===== src/rtl/mem_access_unit.sv =====
// rtl/mem_access_unit.sv - load/store access path with lane split, byte enables and MOV/MOC handshake
module mem_access_unit #(
    parameter int DATA_WIDTH = 32,
    parameter int ADDR_WIDTH = 9,
    parameter int TIMEOUT    = 15
) (
    input  logic                      main_clk,
    input  logic                      reset,
    input  logic                      start,
    input  logic                      rw,
    input  logic [1:0]                size,
    input  logic                      sign,
    input  logic [ADDR_WIDTH-1:0]     addr,
    input  logic [DATA_WIDTH-1:0]     wdata,
    output logic                      busy,
    output logic                      done,
    output logic                      err,
    output logic [DATA_WIDTH-1:0]     rdata,
    output logic                      mem_mov,
    output logic                      mem_rw,
    output logic [ADDR_WIDTH-1:0]     mem_addr,
    output logic [DATA_WIDTH/8-1:0]   mem_be,
    output logic [DATA_WIDTH-1:0]     mem_wdata,
    input  logic [DATA_WIDTH-1:0]     mem_rdata,
    input  logic                      mem_moc
);
    localparam int LANES = DATA_WIDTH / 8;
    localparam int CNT_W = $clog2(TIMEOUT + 1);
    localparam logic [ADDR_WIDTH-1:0] LANE_MASK = ADDR_WIDTH'(LANES - 1);

    typedef enum logic [2:0] {S_IDLE, S_BEAT1, S_GAP, S_BEAT2, S_DONE, S_ERR} state_t;

    state_t                  state, state_d;
    logic                    busy_d, done_d, err_d, mov_d, mem_rw_d;
    logic [DATA_WIDTH-1:0]   rdata_d, wd_d, wdata_q, wdata_qd, rbuf, rbuf_d;
    logic [ADDR_WIDTH-1:0]   addr_d, addr_q, addr_qd;
    logic [LANES-1:0]        be_d;
    logic                    rw_q, rw_qd, sign_q, sign_qd;
    logic [1:0]              size_q, size_qd;
    logic [CNT_W-1:0]        cnt, cnt_d;
    logic [DATA_WIDTH-1:0]   asm_v, ext_v;
    int                      off_in, n_in, off_q, n_q, shift, top;

    // lanes lo..hi-1 enabled
    function automatic logic [LANES-1:0] lane_mask(input int lo, input int hi);
        logic [LANES-1:0] m;
        m = '0;
        for (int l = 0; l < LANES; l++) m[l] = (l >= lo) && (l < hi);
        return m;
    endfunction

    // lane l carries data byte l-shift, only where enabled
    function automatic logic [DATA_WIDTH-1:0] place(input logic [DATA_WIDTH-1:0] d,
                                                    input logic [LANES-1:0] m, input int sh);
        logic [DATA_WIDTH-1:0] w;
        w = '0;
        for (int l = 0; l < LANES; l++)
            if (m[l]) w[8*l +: 8] = d[8*(l-sh) +: 8];
        return w;
    endfunction

    // merge the current beat's read lanes into the partial result and extend it
    always_comb begin
        off_q = int'(addr_q & LANE_MASK);
        n_q   = 1 << size_q;
        shift = (state == S_BEAT2) ? off_q - LANES : off_q;
        top   = ((n_q > LANES) ? LANES : n_q) * 8 - 1;
        asm_v = rbuf;
        for (int l = 0; l < LANES; l++)
            if (mem_be[l]) asm_v[8*(l-shift) +: 8] = mem_rdata[8*l +: 8];
        ext_v = asm_v;
        for (int k = 0; k < DATA_WIDTH; k++)
            if (k > top) ext_v[k] = sign_q & asm_v[top];
    end

    // next state and next values of every registered output
    always_comb begin
        state_d  = state;
        busy_d   = busy;
        done_d   = 1'b0;
        err_d    = err;
        rdata_d  = rdata;
        mov_d    = mem_mov;
        mem_rw_d = mem_rw;
        addr_d   = mem_addr;
        be_d     = mem_be;
        wd_d     = mem_wdata;
        rw_qd    = rw_q;
        size_qd  = size_q;
        sign_qd  = sign_q;
        addr_qd  = addr_q;
        wdata_qd = wdata_q;
        rbuf_d   = rbuf;
        cnt_d    = cnt;
        off_in   = int'(addr & LANE_MASK);
        n_in     = 1 << size;
        case (state)
            S_IDLE: if (start) begin
                rw_qd    = rw;
                size_qd  = size;
                sign_qd  = sign;
                addr_qd  = addr;
                wdata_qd = wdata;
                err_d    = 1'b0;
                cnt_d    = '0;
                rbuf_d   = '0;
                if (n_in > LANES) begin
                    state_d = S_ERR;
                    done_d  = 1'b1;
                    err_d   = 1'b1;
                end else begin
                    state_d  = S_BEAT1;
                    busy_d   = 1'b1;
                    mov_d    = 1'b1;
                    mem_rw_d = rw;
                    addr_d   = addr & ~LANE_MASK;
                    be_d     = lane_mask(off_in, (off_in + n_in > LANES) ? LANES : off_in + n_in);
                    wd_d     = place(wdata, be_d, off_in);
                end
            end
            S_BEAT1, S_BEAT2: begin
                if (mem_moc) begin
                    mov_d  = 1'b0;
                    cnt_d  = '0;
                    rbuf_d = asm_v;
                    if (state == S_BEAT1 && off_q + n_q > LANES) begin
                        state_d = S_GAP;
                    end else begin
                        state_d = S_DONE;
                        done_d  = 1'b1;
                        busy_d  = 1'b0;
                        if (rw_q) rdata_d = ext_v;
                    end
                end else if (cnt == CNT_W'(TIMEOUT - 1)) begin
                    mov_d   = 1'b0;
                    cnt_d   = '0;
                    state_d = S_ERR;
                    done_d  = 1'b1;
                    err_d   = 1'b1;
                    busy_d  = 1'b0;
                end else begin
                    cnt_d = cnt + 1'b1;
                end
            end
            S_GAP: begin
                state_d = S_BEAT2;
                mov_d   = 1'b1;
                addr_d  = mem_addr + ADDR_WIDTH'(LANES);
                be_d    = lane_mask(0, off_q + n_q - LANES);
                wd_d    = place(wdata_q, be_d, off_q - LANES);
            end
            S_DONE, S_ERR: state_d = S_IDLE;
            default:       state_d = S_IDLE;
        endcase
    end

    // state and output registers, synchronous reset aborts any transaction
    always_ff @(posedge main_clk) begin
        if (reset) begin
            state     <= S_IDLE;
            busy      <= 1'b0;
            done      <= 1'b0;
            err       <= 1'b0;
            rdata     <= '0;
            mem_mov   <= 1'b0;
            mem_rw    <= 1'b0;
            mem_addr  <= '0;
            mem_be    <= '0;
            mem_wdata <= '0;
            rw_q      <= 1'b0;
            size_q    <= '0;
            sign_q    <= 1'b0;
            addr_q    <= '0;
            wdata_q   <= '0;
            rbuf      <= '0;
            cnt       <= '0;
        end else begin
            state     <= state_d;
            busy      <= busy_d;
            done      <= done_d;
            err       <= err_d;
            rdata     <= rdata_d;
            mem_mov   <= mov_d;
            mem_rw    <= mem_rw_d;
            mem_addr  <= addr_d;
            mem_be    <= be_d;
            mem_wdata <= wd_d;
            rw_q      <= rw_qd;
            size_q    <= size_qd;
            sign_q    <= sign_qd;
            addr_q    <= addr_qd;
            wdata_q   <= wdata_qd;
            rbuf      <= rbuf_d;
            cnt       <= cnt_d;
        end
    end
endmodule


===== config.mk =====
export PLATFORM = sky130hd
export DESIGN_NAME = mem_access_unit
export DESIGN_NICKNAME = d
export VERILOG_FILES = /design/src/rtl/mem_access_unit.sv
export SDC_FILE = /design/constraint.sdc
export NUM_CORES = 1
export LEC_CHECK = 0
export ABC_CLOCK_PERIOD_IN_PS = 4600
export CAP_MARGIN = 20
export CORE_MARGIN = 2
export CORE_UTILIZATION = 35
export DETAILED_ROUTE_END_ITERATION = 8
export GPL_ROUTABILITY_DRIVEN = 0
export PLACE_DENSITY_LB_ADDON = 0.05
export RECOVER_POWER = 100
export SYNTH_ARGS = -nofsm -noshare
export SYNTH_HDL_FRONTEND = slang
export SYNTH_SLANG_ARGS = --single-unit

===== constraint.sdc =====
create_clock -name main_clk -period 4.6 [get_ports main_clk]
set_input_delay 0.46 -clock main_clk [delete_from_list [all_inputs] [get_ports main_clk]]
set_output_delay 0.46 -clock main_clk [all_outputs]
set_load 0.1 [all_outputs]

* After elaboration in Yosys (flattened, before gate mapping)
Cells that the tools add are included.
W data, S select, Z words.
** Word-level totals
- Bits in read-only memories :: 0
- Memories :: 0
- Logic and storage cells :: 235
- Memory bits (writable) :: 0
- Latch bits :: 0
- Register bits :: 159
** Operators by class
- Equality and inequality tests :: 11
- Bitwise gates (word level) :: 3
- Reduce and logical (&&, ||, !) cells :: 20
- Order comparisons :: 49
- Multiply operators :: 0
- Shift operators :: 18
- Muxes and demuxes :: 94
- Add/sub/neg operators :: 23
- Div/mod/pow operators :: 0
** Operators with widths (count)
- $gt A6 B32 Y1 const A :: 16
- $mux W32 :: 9
- $gt A5 B32 Y1 const A :: 8
- $neg A32 Y33 :: 4
- $shift A8 B33 Y32 const A :: 4
- $shiftx A8 B33 Y32 :: 4
- $bwmux W32 :: 4
- $gt A32 B4 Y1 const B :: 4
- $gt A4 B32 Y1 const A :: 4
- $lt A3 B32 Y1 const A :: 4
- $pmux W32 S2 :: 2
- $shiftx A32 B6 Y8 :: 4
- $shiftx A32 B8 Y8 :: 4
- $add A3 B32 Y32 :: 2
- $gt A3 B32 Y1 const A :: 2
- $lt A1 B32 Y1 const A :: 2
- $lt A2 B32 Y1 const A :: 2
- $mux W8 :: 8
- $shl A1 B2 Y32 const A :: 2
- $mux W29 :: 2
- $sub A3 B29 Y29 const A :: 2
- $mux W1 :: 48
- $gt A1 B32 Y1 const A :: 1
- $gt A2 B32 Y1 const A :: 1
- 40 further kinds :: 75

* Longest topological paths before layout
Gate-level depths: netlist of run 1.
- Depth in word-level cells :: 18
- Depth in mapped cells :: 20
- Mapped depth without buffers :: 17

* Least setup slack after synthesis of run 1
Ideal clock, no wire load.
- Path type :: reg-to-reg
- Start :: register addr_q[0]
- End :: register rdata[24]
- Arrival :: 4.016 ns
- Required time :: 4.512 ns
- Path slack :: 0.496 ns
- Clock period less this slack :: 4.104 ns
- Path buffers :: 5
- Cell stages (with the launch flop) :: 16
- Cell sequence :: dfxtp_1 -> buf_2 -> buf_2 -> buf_1 -> clkbuf_1 -> nand2_1 -> ha_1 -> and3b_1 -> nand4bb_1 -> nand2_1 -> o31ai_1 -> o41ai_4 -> o22ai_2 -> or3_1 -> buf_4 -> a311oi_2
** Between the ends
- Cells in the longest elaborated chain, start to end :: 18
** Ends and longest elaborated chain
- start: declaration :: RTL line 36 : logic [ADDR_WIDTH-1:0] addr_d, addr_q, addr_qd;
- start signal: assignment :: RTL line 191 : addr_q <= addr_qd;
- $sub A2 B3 Y4 :: RTL line 66 : shift = (state == S_BEAT2) ? off_q - LANES : off_q;
- $mux W29 :: RTL line 66
- $sub A1 B29 Y29 :: RTL line 70 : if (mem_be[l]) asm_v[8*(l-shift) +: 8] = mem_rdata[8*l +: 8];
- $neg A32 Y33 :: RTL line 70
- $shiftx A8 B33 Y32 / $shift A8 B33 Y32 (equally long branches) :: RTL line 70
- $bwmux W32 :: RTL line 70
- $mux W32 :: RTL line 70
- $bwmux W32 :: RTL line 70
- $mux W32 :: RTL line 70
- $bwmux W32 :: RTL line 70
- $mux W32 :: RTL line 70
- $bwmux W32 :: RTL line 70
- $mux W32 :: RTL line 70
- $bmux W1 S5 :: RTL line 73 : if (k > top) ext_v[k] = sign_q & asm_v[top];
- $mux W1 (implied by the code) (2 in a row) :: RTL line 73
- $and A1 B1 Y1 :: RTL line 73
- $mux W1 :: RTL line 73
- end signal: assignment :: RTL line 182 : rdata <= rdata_d;
- end: declaration :: RTL line 18 : output logic [DATA_WIDTH-1:0] rdata,
Parallel ways exist; a longest one is shown, timed or not. The select of a mux whose other input is x is not followed.
A chain may end at the register's enable or synchronous reset.

* Final worst setup path of run 1
- Start :: register state[2]
- End :: register rdata[6]
** Between the ends
- Cells in the longest elaborated chain, start to end :: 18
** Ends and longest elaborated chain
- start: declaration :: RTL line 33 : state_t state, state_d;
- start signal: assignment :: RTL line 178 : state <= state_d;
- $eq A3 B2 Y1 :: RTL line 66, 97
- $mux W29 :: RTL line 66
- $sub A1 B29 Y29 :: RTL line 70
- $neg A32 Y33 :: RTL line 70
- $shiftx A8 B33 Y32 / $shift A8 B33 Y32 (equally long branches) :: RTL line 70
- $bwmux W32 :: RTL line 70
- $mux W32 :: RTL line 70
- $bwmux W32 :: RTL line 70
- $mux W32 :: RTL line 70
- $bwmux W32 :: RTL line 70
- $mux W32 :: RTL line 70
- $bwmux W32 :: RTL line 70
- $mux W32 :: RTL line 70
- $bmux W1 S5 :: RTL line 73
- $mux W1 (implied by the code) (2 in a row) :: RTL line 73
- $and A1 B1 Y1 :: RTL line 73
- $mux W1 :: RTL line 73
Parallel ways exist; a longest one is shown, timed or not. The select of a mux whose other input is x is not followed.

==> out/qor.txt, run 1 <==
vias in the first global route -> 9,526
number of synthesized flops with an enable pin -> 0
Critical Path Start Type -> flip-flop
CTS buffer count -> 17
commonest non-fill, non-tap cell in the layout -> nand2_1
CTS tree -> yes
Initial Util -> 35.4%
Worst Max-Slew Pin Slew -> 2660 ps
final wirelength -> 38,000 µm
CP max FO -> 11
antenna cells -> 0
detailed-route wire length per cell -> 21.6 µm
Avg Cell Area, Syn -> 8.20 µm²
largest net degree at the start of global routing -> 70
gr ovfl total -> 0
Top Ports -> 163
final setup TNS -> 0 ps
clock skew -> 18.9 ps
Distinct cells, synth -> 77
filler cell count -> 2,855
first-pass GRT wire length -> 58,100 µm
clk slew on worst S/H paths -> 70 ps
Hold Path Class -> in2reg
synth warn -> 0
worst path required time -> 4970 ps
ys flop type -> dfxtp_1
Setup Crit Path Kind -> reg2reg
Root Driver -> clkbuf_16
commonest non-fill, non-tap cells in the layout -> nand2_1, dfxtp_1, a21oi_1, nor2_1, dlygate4sd3_1
buffers inserted by post-CTS timing repair -> 0
PostCTS Resize Cnt -> 0
pwr/cell area -> 369 nW/µm²
hold-fix buffers at CTS -> 0
Worst EP arrival -> 4670 ps
Skew-Pair Late Insertion Delay -> 440 ps
cell taking the most area after synthesis -> dfxtp_1
Most Frequent Cell on Critical Path -> ha_1
share of power burned in registers -> 33.2%
failing checks -> capacitance limit, slew limit
Port Buffers -> 160
Final Instance Area -> 12,600 µm²
GRT Overall Usage -> 24.7%
max incr delay on CP -> 510 ps
Vias -> 10,100
crit end category -> flip-flop
initial antenna violation count -> 1
Slew Limit Fails -> 41
ys async rst share -> 0%
crit-path leading delay family -> simple AND/OR/NAND/NOR gates
switching power total -> 1940 µW
clk sinks -> 157
Fmax achieved -> 233 MHz
antenna viol nets, final -> 0
Die Height -> 174 µm
Gate Count Post-Synth -> 1,236
post-DP HPWL -> 27,500 µm
leakage -> 0.00488 µW
drt pass-1 iters -> 5
area grow syn2layout -> 24.8%
mean number of vias per cell -> 5.73
Row Count -> 62
Core Region -> 28,600 µm²
H-tree levels -> 4
combinational group share of total power -> 36.0%
Hold Fails Final Rpt -> 0
die extent in x -> 174 µm
Crit-path slowest cell -> nor4b_1
run status -> complete, but fails checks
Max VDD drop -> 0.240 mV
crit-path cells -> and3b_1, inv_1, ha_1, a21oi_1, ha_1, or3b_1, a21boi_2, o32ai_1, and2_1, nor4b_1, o2111ai_1, nor4_1, clkbuf_2, a221o_1
Seq cells post-synth -> 157
largest cells by area after synthesis -> dfxtp_1, nand2_1, a21oi_1
Bufs on Longest Clock Path -> 2
proportion of power drawn by the clock network -> 30.8%
Int Pwr -> 2730 µW
Worst Path Buf+Inv -> 2
Net count, final -> 1,478
fraction of layout cells with a size suffix above 1 -> 9.53%
DR iter-0 viols -> 869
register area share after synthesis -> 31.0%
Sw Ratio -> 41.6%
register area -> 3140 µm²
drt drc -> 0
DP Area -> 12,100 µm²
Final Cycle Share -> 93.4%
multi-input logic area -> 6430 µm²
mapped cell area -> 10,100 µm²
RSZ-0062 raised after global routing -> false
Period minus WS final -> 4300 ps
endpoints failing setup -> 0
share of the synthesized area in the top cell type -> 31.0%
Slew headroom -> -77.1%
die area -> 30,300 µm²
max-cap violations -> 1
## cells in the mapped netlist, types with 5 or more instances
cell type / count
a32o_1: 10
o211a_1: 17
nor2b_1: 15
a2bb2oi_1: 5
o21ai_0: 47
buf_1: 5
clkbuf_1: 79
or3_1: 13
nand3_1: 30
inv_1: 39
nand2_1: 178
o221ai_1: 29
o211ai_1: 10
mux2_2: 17
a32oi_1: 5
nand4_1: 9
dfxtp_1: 157
a21oi_1: 122
a22oi_1: 29
nand3b_1: 7
a31oi_1: 6
a222oi_1: 7
ha_1: 33
mux4_2: 24
a221o_1: 14
nor2_1: 108
nand2b_1: 11
mux2i_1: 44
and3_1: 26
a211oi_1: 18
and2_1: 10
nor3_1: 21
a311oi_2: 8
buf_2: 6
## per-stage QoR
| stage | hold slack, ps | util [%] | total power, µW | setup WS, ps | std cells |
|---|---|---|---|---|---|
| 6_report | 423 | 44.2 | 4670 | 302 | 1758 |
| 5_1_grt | 439 | 44.2 | 4870 | 17.3 | 1758 |
| 4_1_cts | 396 | 44.4 | 4730 | 388 | 1758 |
| 3_5_place_dp | 448 | 42.4 | 3280 | 409 | 1726 |
| 3_3_place_gp | 447 | 42.4 | 3280 | 504 | 1726 |
| 2_1_floorplan | 432 | - | 2750 | 496 | 1239 |
## path summary, 6_finish.rpt
path,slack (ps),endpoint,cells after the start,from
worst min-delay path,420,addr_q[0],3,addr[0]
worst min register to register,450,rbuf[20],2,rbuf[20]
worst max register to register,300,rdata[6],14,state[2]
worst max-delay path,300,rdata[6],14,state[2]
## tightest hold or removal path: stages
cell	delay, ps
buf_2	190
nand2_1	90
a21oi_1	60
## per-layer routing
metal / part of all wire [%] / GRT usage, %
met3: 6.6 / 4.35
met1: 43 / 32.8
met2: 47 / 40.5
met5: 0.042 / 0
met4: 2.7 / 8.54
## cell type report
class | instances | area share (%)
clock buffers | 19 | 3.50
flip-flops and latches | 157 | 24.9
inverters | 39 | 1.16
repair buffers | 199 | 14.7
clock inverters | 13 | 1.02
well taps | 384 | 3.80
multi-input cells | 947 | 50.9
## registers in the layout (all words and copies together) (netlist names)
register / flops
mem_wdata: 32
rbuf: 32
rdata: 32
wdata_q: 32
mem_addr: 7
cnt: 4
mem_be: 4
state: 3
addr_q: 2
size_q: 2
busy: 1
done: 1
err: 1
mem_mov: 1
mem_rw: 1
rw_q: 1
sign_q: 1
## cell families after synthesis
| family | Yosys count | share of synthesized area [%] |
|---|---|---|
| and+or+nand+nor | 457 | 21.4 |
| AOI/OAI and AO/OA | 356 | 25.2 |
| other | 2 | 0.0741 |
| muxes | 85 | 11.6 |
| buffers and inverters | 135 | 5.31 |
| adders and majority gates | 37 | 4.77 |
| xor gates and xnor gates | 7 | 0.605 |
| DFF | 157 | 31.0 |
## power by group through the flow
stage                     registers [µW]  logic, µW  clock network, µW
final                               1550       1680               1440
after floorplan                     2000        748                  0
after global placement              1580       1700                  0
after detailed placement            1580       1700                  0
after CTS                           1550       1710               1470
after global routing                1560       1790               1520
Note: power is estimated with default switching activity, not from simulation.
==> inputs of run 2 (changes only) <==
==> constraint.sdc (replaced) <==
create_clock -name main_clk -period 4.6 [get_ports main_clk]
set_input_delay 0.92 -clock main_clk [delete_from_list [all_inputs] [get_ports main_clk]]
set_output_delay 0.92 -clock main_clk [all_outputs]
set_load 0.1 [all_outputs]
==> run 2 against run 1 <==
The run still ends with capacitance limit, slew limit left. Sequential power hardly changed. Utilization is 0.43 points higher. Hold slack better by 35 ps. Cell area is 0.98% higher. Global-route usage is 0.81 points higher. Critical path type unchanged. Largest cell class unchanged.
==> out/qor.txt, run 2 (synthesis results as in run 1) <==
run status -> complete, but fails checks (unchanged)
failing checks -> capacitance limit, slew limit (unchanged)
area grow syn2layout -> 26.0% (was 24.8%)
Root Driver -> clkbuf_16 (unchanged)
antenna viol nets, final -> 0 (unchanged)
leakage -> 0.00493 µW (was 0.00488 µW)
Bufs on Longest Clock Path -> 2 (unchanged)
fraction of layout cells with a size suffix above 1 -> 10.3% (was 9.53%)
endpoints failing setup -> 0 (unchanged)
clk slew on worst S/H paths -> 80 ps (was 70 ps)
commonest non-fill, non-tap cell in the layout -> nand2_1 (unchanged)
Final Instance Area -> 12,800 µm² (was 12,600 µm²)
Period minus WS final -> 4260 ps (was 4300 ps)
Net count, final -> 1,484 (was 1,478)
crit end category -> flip-flop (unchanged)
CTS tree -> yes (unchanged)
DP Area -> 12,200 µm² (was 12,100 µm²)
pwr/cell area -> 370 nW/µm² (was 369 nW/µm²)
largest net degree at the start of global routing -> 88 (was 70)
buffers inserted by post-CTS timing repair -> 0 (unchanged)
Critical Path Start Type -> flip-flop (unchanged)
worst slack at placement -> 197 ps (was 409 ps)
die extent in x -> 174 µm (unchanged)
final setup TNS -> 0 ps (unchanged)
fin cells -> 1,765 (was 1,758)
Worst EP arrival -> 4640 ps (was 4670 ps)
commonest non-fill, non-tap cells in the layout -> nand2_1, dfxtp_1, a21oi_1, nor2_1, dlygate4sd3_1 (unchanged)
Core Region -> 28,600 µm² (unchanged)
filler cell count -> 2,840 (was 2,855)
Die Height -> 174 µm (unchanged)
first-pass GRT wire length -> 60,200 µm (was 58,100 µm)
Max VDD drop -> 0.290 mV (was 0.240 mV)
Skew-Pair Late Insertion Delay -> 440 ps (about the same)
Hold Path Class -> reg2reg (was in2reg)
Worst Max-Slew Pin Slew -> 1980 ps (was 2660 ps)
PostCTS Resize Cnt -> 0 (unchanged)
Port Buffers -> 160 (unchanged)
Hold Fails Final Rpt -> 0 (unchanged)
CTS buffer count -> 17 (unchanged)
gr ovfl total -> 0 (unchanged)
initial antenna violation count -> 2 (was 1)
Final Cycle Share -> 92.6% (was 93.4%)
GRT Overall Usage -> 25.5% (was 24.7%)
worst path required time -> 4980 ps (was 4970 ps)
Fmax achieved -> 235 MHz (was 233 MHz)
Vias -> 10,200 (was 10,100)
clk sinks -> 157 (unchanged)
setup slack after layout -> 341 ps (was 302 ps)
post-DP HPWL -> 27,700 µm (was 27,500 µm)
Slew Limit Fails -> 129 (was 41)
RSZ-0062 raised after global routing -> false (unchanged)
Slew headroom -> -32.2% (was -77.1%)
DR iter-0 viols -> 901 (was 869)
vias in the first global route -> 9,874 (was 9,526)
Top Ports -> 163 (unchanged)
Setup Crit Path Kind -> reg2reg (unchanged)
drt pass-1 iters -> 5 (unchanged)
Row Count -> 62 (unchanged)
mean number of vias per cell -> 5.78 (was 5.73)
detailed-route wire length per cell -> 22.0 µm (was 21.6 µm)
Placed Cells -> 1,732 (was 1,726)
drt drc -> 0 (unchanged)
max-cap violations -> 2 (was 1)
hold-fix buffers at CTS -> 0 (unchanged)
die area -> 30,300 µm² (unchanged)
clock skew -> 17.0 ps (was 18.9 ps)
H-tree levels -> 4 (unchanged)
Initial Util -> 35.4% (unchanged)
final wirelength -> 38,900 µm (was 38,000 µm)
CP max FO -> 11 (unchanged)
## run 2: stage by stage
step	utilization [%]	hold WS, ps	total power, µW
6_report	44.6	459	4720
5_1_grt	44.6	479	4920
4_1_cts	44.6	458	4770
3_5_place_dp	42.6	448	3300
3_3_place_gp	42.6	447	3300
2_1_floorplan	-	432	2750
## run 2: power breakdown
part	internal (µW)	total, µW	switching [µW]
clock network	771	1470	699
logic	506	1700	1200
registers	1460	1550	90.1
## run 2: critical path, stage by stage, from the launching register on
cell	delay, ps
dfxtp_1	330
and3b_1	210
inv_1	330
ha_1	370
nand2_1	90
ha_1	400
nand3b_1	210
mux2_2	320
a31oi_4	200
mux2i_1	130
nor4b_1	470
o2111ai_1	340
nor3_2	580
a221o_1	210
## run 2: final timing paths
| check | slack [ps] | startpoint | to | cells past startpoint |
|---|---|---|---|---|
| max reg2reg | 340 | state[2] | rdata[19] | 13 |
| min reg2reg | 460 | rbuf[20] | rbuf[20] | 2 |
| min | 460 | rbuf[20] | rbuf[20] | 2 |
| max | 340 | state[2] | rdata[19] | 13 |
## run 2: layer usage
metal | up-vias | wire [µm] | GRT usage (%)
met2 | 402 | 18600 | 42.4
met1 | 4914 | 16600 | 33.2
met5 | - | 13 | 0
met4 | 2 | 1080 | 8.65
met3 | 57 | 2580 | 5.05
li1 | 4820 | - | -
## run 2: layout make-up
cell class / instances / area (µm²) / share of cell area, %
Tap cell: 384 / 480 / 3.76
Timing Repair Buffer: 205 / 1930 / 15.1
Clock inverter: 14 / 155 / 1.22
Sequential cell: 157 / 3140 / 24.6
Clock buffer: 18 / 429 / 3.36
Multi-Input combinational cell: 947 / 6480 / 50.7
Antenna cell: 1 / 2.50 / 0.0196
Inverter: 39 / 146 / 1.15
==> inputs of run 3 (changes only) <==
ABC_CLOCK_PERIOD_IN_PS = default   (was 4600)
CAP_MARGIN = default   (was 20)
CORE_UTILIZATION = 30   (was 35)
==> run 3 against run 2 <==
The run still ends with capacitance limit, slew limit left. Power increased by 1.6%. Cell count increased by 3.3%. Via count decreased by 0.19%. Sequential share of layout area decreased by 0.12 points. Wire length increased by 3.8%. Non-clock buffer count decreased by 4. Highest routed layer is now met4.
==> out/qor.txt, run 3 (synthesis results as in run 1) <==
Row Count -> 67 (was 62)
final wirelength -> 40,300 µm (was 38,900 µm)
worst slack at placement -> 404 ps (was 197 ps)
Net count, final -> 1,480 (was 1,484)
area grow syn2layout -> 26.7% (was 26.0%)
cell count of the worst hold path -> 2 (unchanged)
Hold Fails Final Rpt -> 0 (unchanged)
fraction of layout cells with a size suffix above 1 -> 10.1% (was 10.3%)
Hold Path Class -> reg2reg (unchanged)
max-cap violations -> 1 (was 2)
detailed-route wire length per cell -> 22.1 µm (was 22.0 µm)
Slew headroom -> -77.8% (was -32.2%)
final setup TNS -> 0 ps (unchanged)
Core Region -> 33,400 µm² (was 28,600 µm²)
Fmax achieved -> 233 MHz (was 235 MHz)
Bufs on Longest Clock Path -> 2 (unchanged)
Hold Startpoint -> rbuf[19] (was rbuf[20])
die extent in x -> 188 µm (was 174 µm)
largest net degree at the start of global routing -> 78 (was 88)
drt pass-1 iters -> 5 (unchanged)
commonest non-fill, non-tap cell in the layout -> nand2_1 (unchanged)
worst r2r src -> addr_q[0] (was state[2])
post-DP HPWL -> 29,600 µm (was 27,700 µm)
Worst Setup SP -> addr_q[0] (was state[2])
run status -> complete, but fails checks (unchanged)
hold-fix buffers at CTS -> 0 (unchanged)
Skew-Pair Late Insertion Delay -> 460 ps (was 440 ps)
filler cell count -> 3,514 (was 2,840)
vias in the first global route -> 9,689 (was 9,874)
DR iter-0 viols -> 875 (was 901)
crit end category -> flip-flop (unchanged)
CTS buffer count -> 17 (unchanged)
drt drc -> 0 (unchanged)
antenna viol nets, final -> 0 (unchanged)
worst path required time -> 4950 ps (was 4980 ps)
Setup Crit Path Kind -> reg2reg (unchanged)
register area -> 3140 µm² (about the same)
die area -> 35,300 µm² (was 30,300 µm²)
commonest non-fill, non-tap cells in the layout -> nand2_1, dfxtp_1, a21oi_1, nor2_1, dlygate4sd3_1 (unchanged)
R2R depth -> 11 (was 13)
clk sinks -> 157 (unchanged)
initial antenna violation count -> 0 (was 2)
Critical Path Start Type -> flip-flop (unchanged)
mean number of vias per cell -> 5.58 (was 5.78)
clock skew -> 17.3 ps (was 17.0 ps)
Period minus WS final -> 4280 ps (was 4260 ps)
Initial Util -> 30.4% (was 35.4%)
pwr/cell area -> 374 nW/µm² (was 370 nW/µm²)
Max VDD drop -> 0.271 mV (was 0.290 mV)
Die Height -> 188 µm (was 174 µm)
CP max FO -> 16 (was 11)
buffers inserted by post-CTS timing repair -> 0 (unchanged)
multi-input logic area -> 6470 µm² (was 6480 µm²)
Vias -> 10,200 (about the same)
RSZ-0062 raised after global routing -> false (unchanged)
antenna cells -> 0 (was 1)
H-tree levels -> 4 (unchanged)
gr ovfl total -> 0 (unchanged)
first-pass GRT wire length -> 61,700 µm (was 60,200 µm)
Worst EP arrival -> 4630 ps (was 4640 ps)
PostCTS Resize Cnt -> 0 (unchanged)
Slew Limit Fails -> 41 (was 129)
Power Total -> 4800 µW (was 4720 µW)
Port Buffers -> 160 (unchanged)
Final Cycle Share -> 93.1% (was 92.6%)
Worst Max-Slew Pin Slew -> 2670 ps (was 1980 ps)
CTS tree -> yes (unchanged)
setup slack after layout -> 317 ps (was 341 ps)
failing checks -> capacitance limit, slew limit (unchanged)
Root Driver -> clkbuf_16 (unchanged)
GRT Overall Usage -> 22.9% (was 25.5%)
leakage -> 0.00493 µW (about the same)
endpoints failing setup -> 0 (unchanged)
Top Ports -> 163 (unchanged)
clk slew on worst S/H paths -> 70 ps (was 80 ps)
[run 3: cell count changes in the layout (fill, tap and decap cells not counted), sizes merged, moves of 2 or more]
cell    previous run  this run
buf               43        39
bufinv             1         3
clkinv             5         2
inv               45        47
[run 3: per-stage QoR]
step / cells / instance area (µm²) / utilization, % / hold slack, ps
3_5_place_dp: 1792 / 12200 / 36.6 / 459
3_3_place_gp: 1792 / 12200 / 36.6 / 452
2_1_floorplan: 1239 / 10100 / - / 432
5_1_grt: 1824 / 12800 / 38.5 / 490
6_report: 1824 / 12800 / 38.5 / 470
4_1_cts: 1824 / 12800 / 38.5 / 470
[run 3: path summary, 6_finish.rpt]
kind                            slack [ps]         to
worst min-delay path                   470   rbuf[19]
worst max register to register         320  rdata[16]
worst min register to register         470   rbuf[19]
worst max-delay path                   320  rdata[16]
[run 3: power breakdown]
part	internal, µW	switching [µW]
Sequential	1460	90.9
Clock	877	679
Combinational	495	1200
[run 3: layout make-up]
| cell class | count | share of cell area (%) |
|---|---|---|
| Multi-Input combinational cell | 947 | 50.4 |
| Inverter | 39 | 1.14 |
| Sequential cell | 157 | 24.5 |
| Timing Repair Buffer | 201 | 14.7 |
| Clock buffer | 18 | 3.34 |
| Tap cell | 448 | 4.37 |
| Clock inverter | 14 | 1.54 |
[run 3: metal layers]
layer	vias to the layer above	track usage (%)	share of wire (%)
met5	-	0	0
met4	0	6.42	1.9
met3	48	3.93	6.0
met2	371	35.1	44
met1	4934	33.0	48
li1	4823	-	-
[run 3: worst max-delay path, stage by stage (launching register included)]
cell	delay [ps]
dfxtp_2	510
inv_1	230
ha_1	650
nor2b_1	630
nand4_1	240
a31oi_4	200
clkbuf_1	470
mux2i_1	250
a211oi_1	90
nor3_1	450
nor2_1	120
a221o_1	330
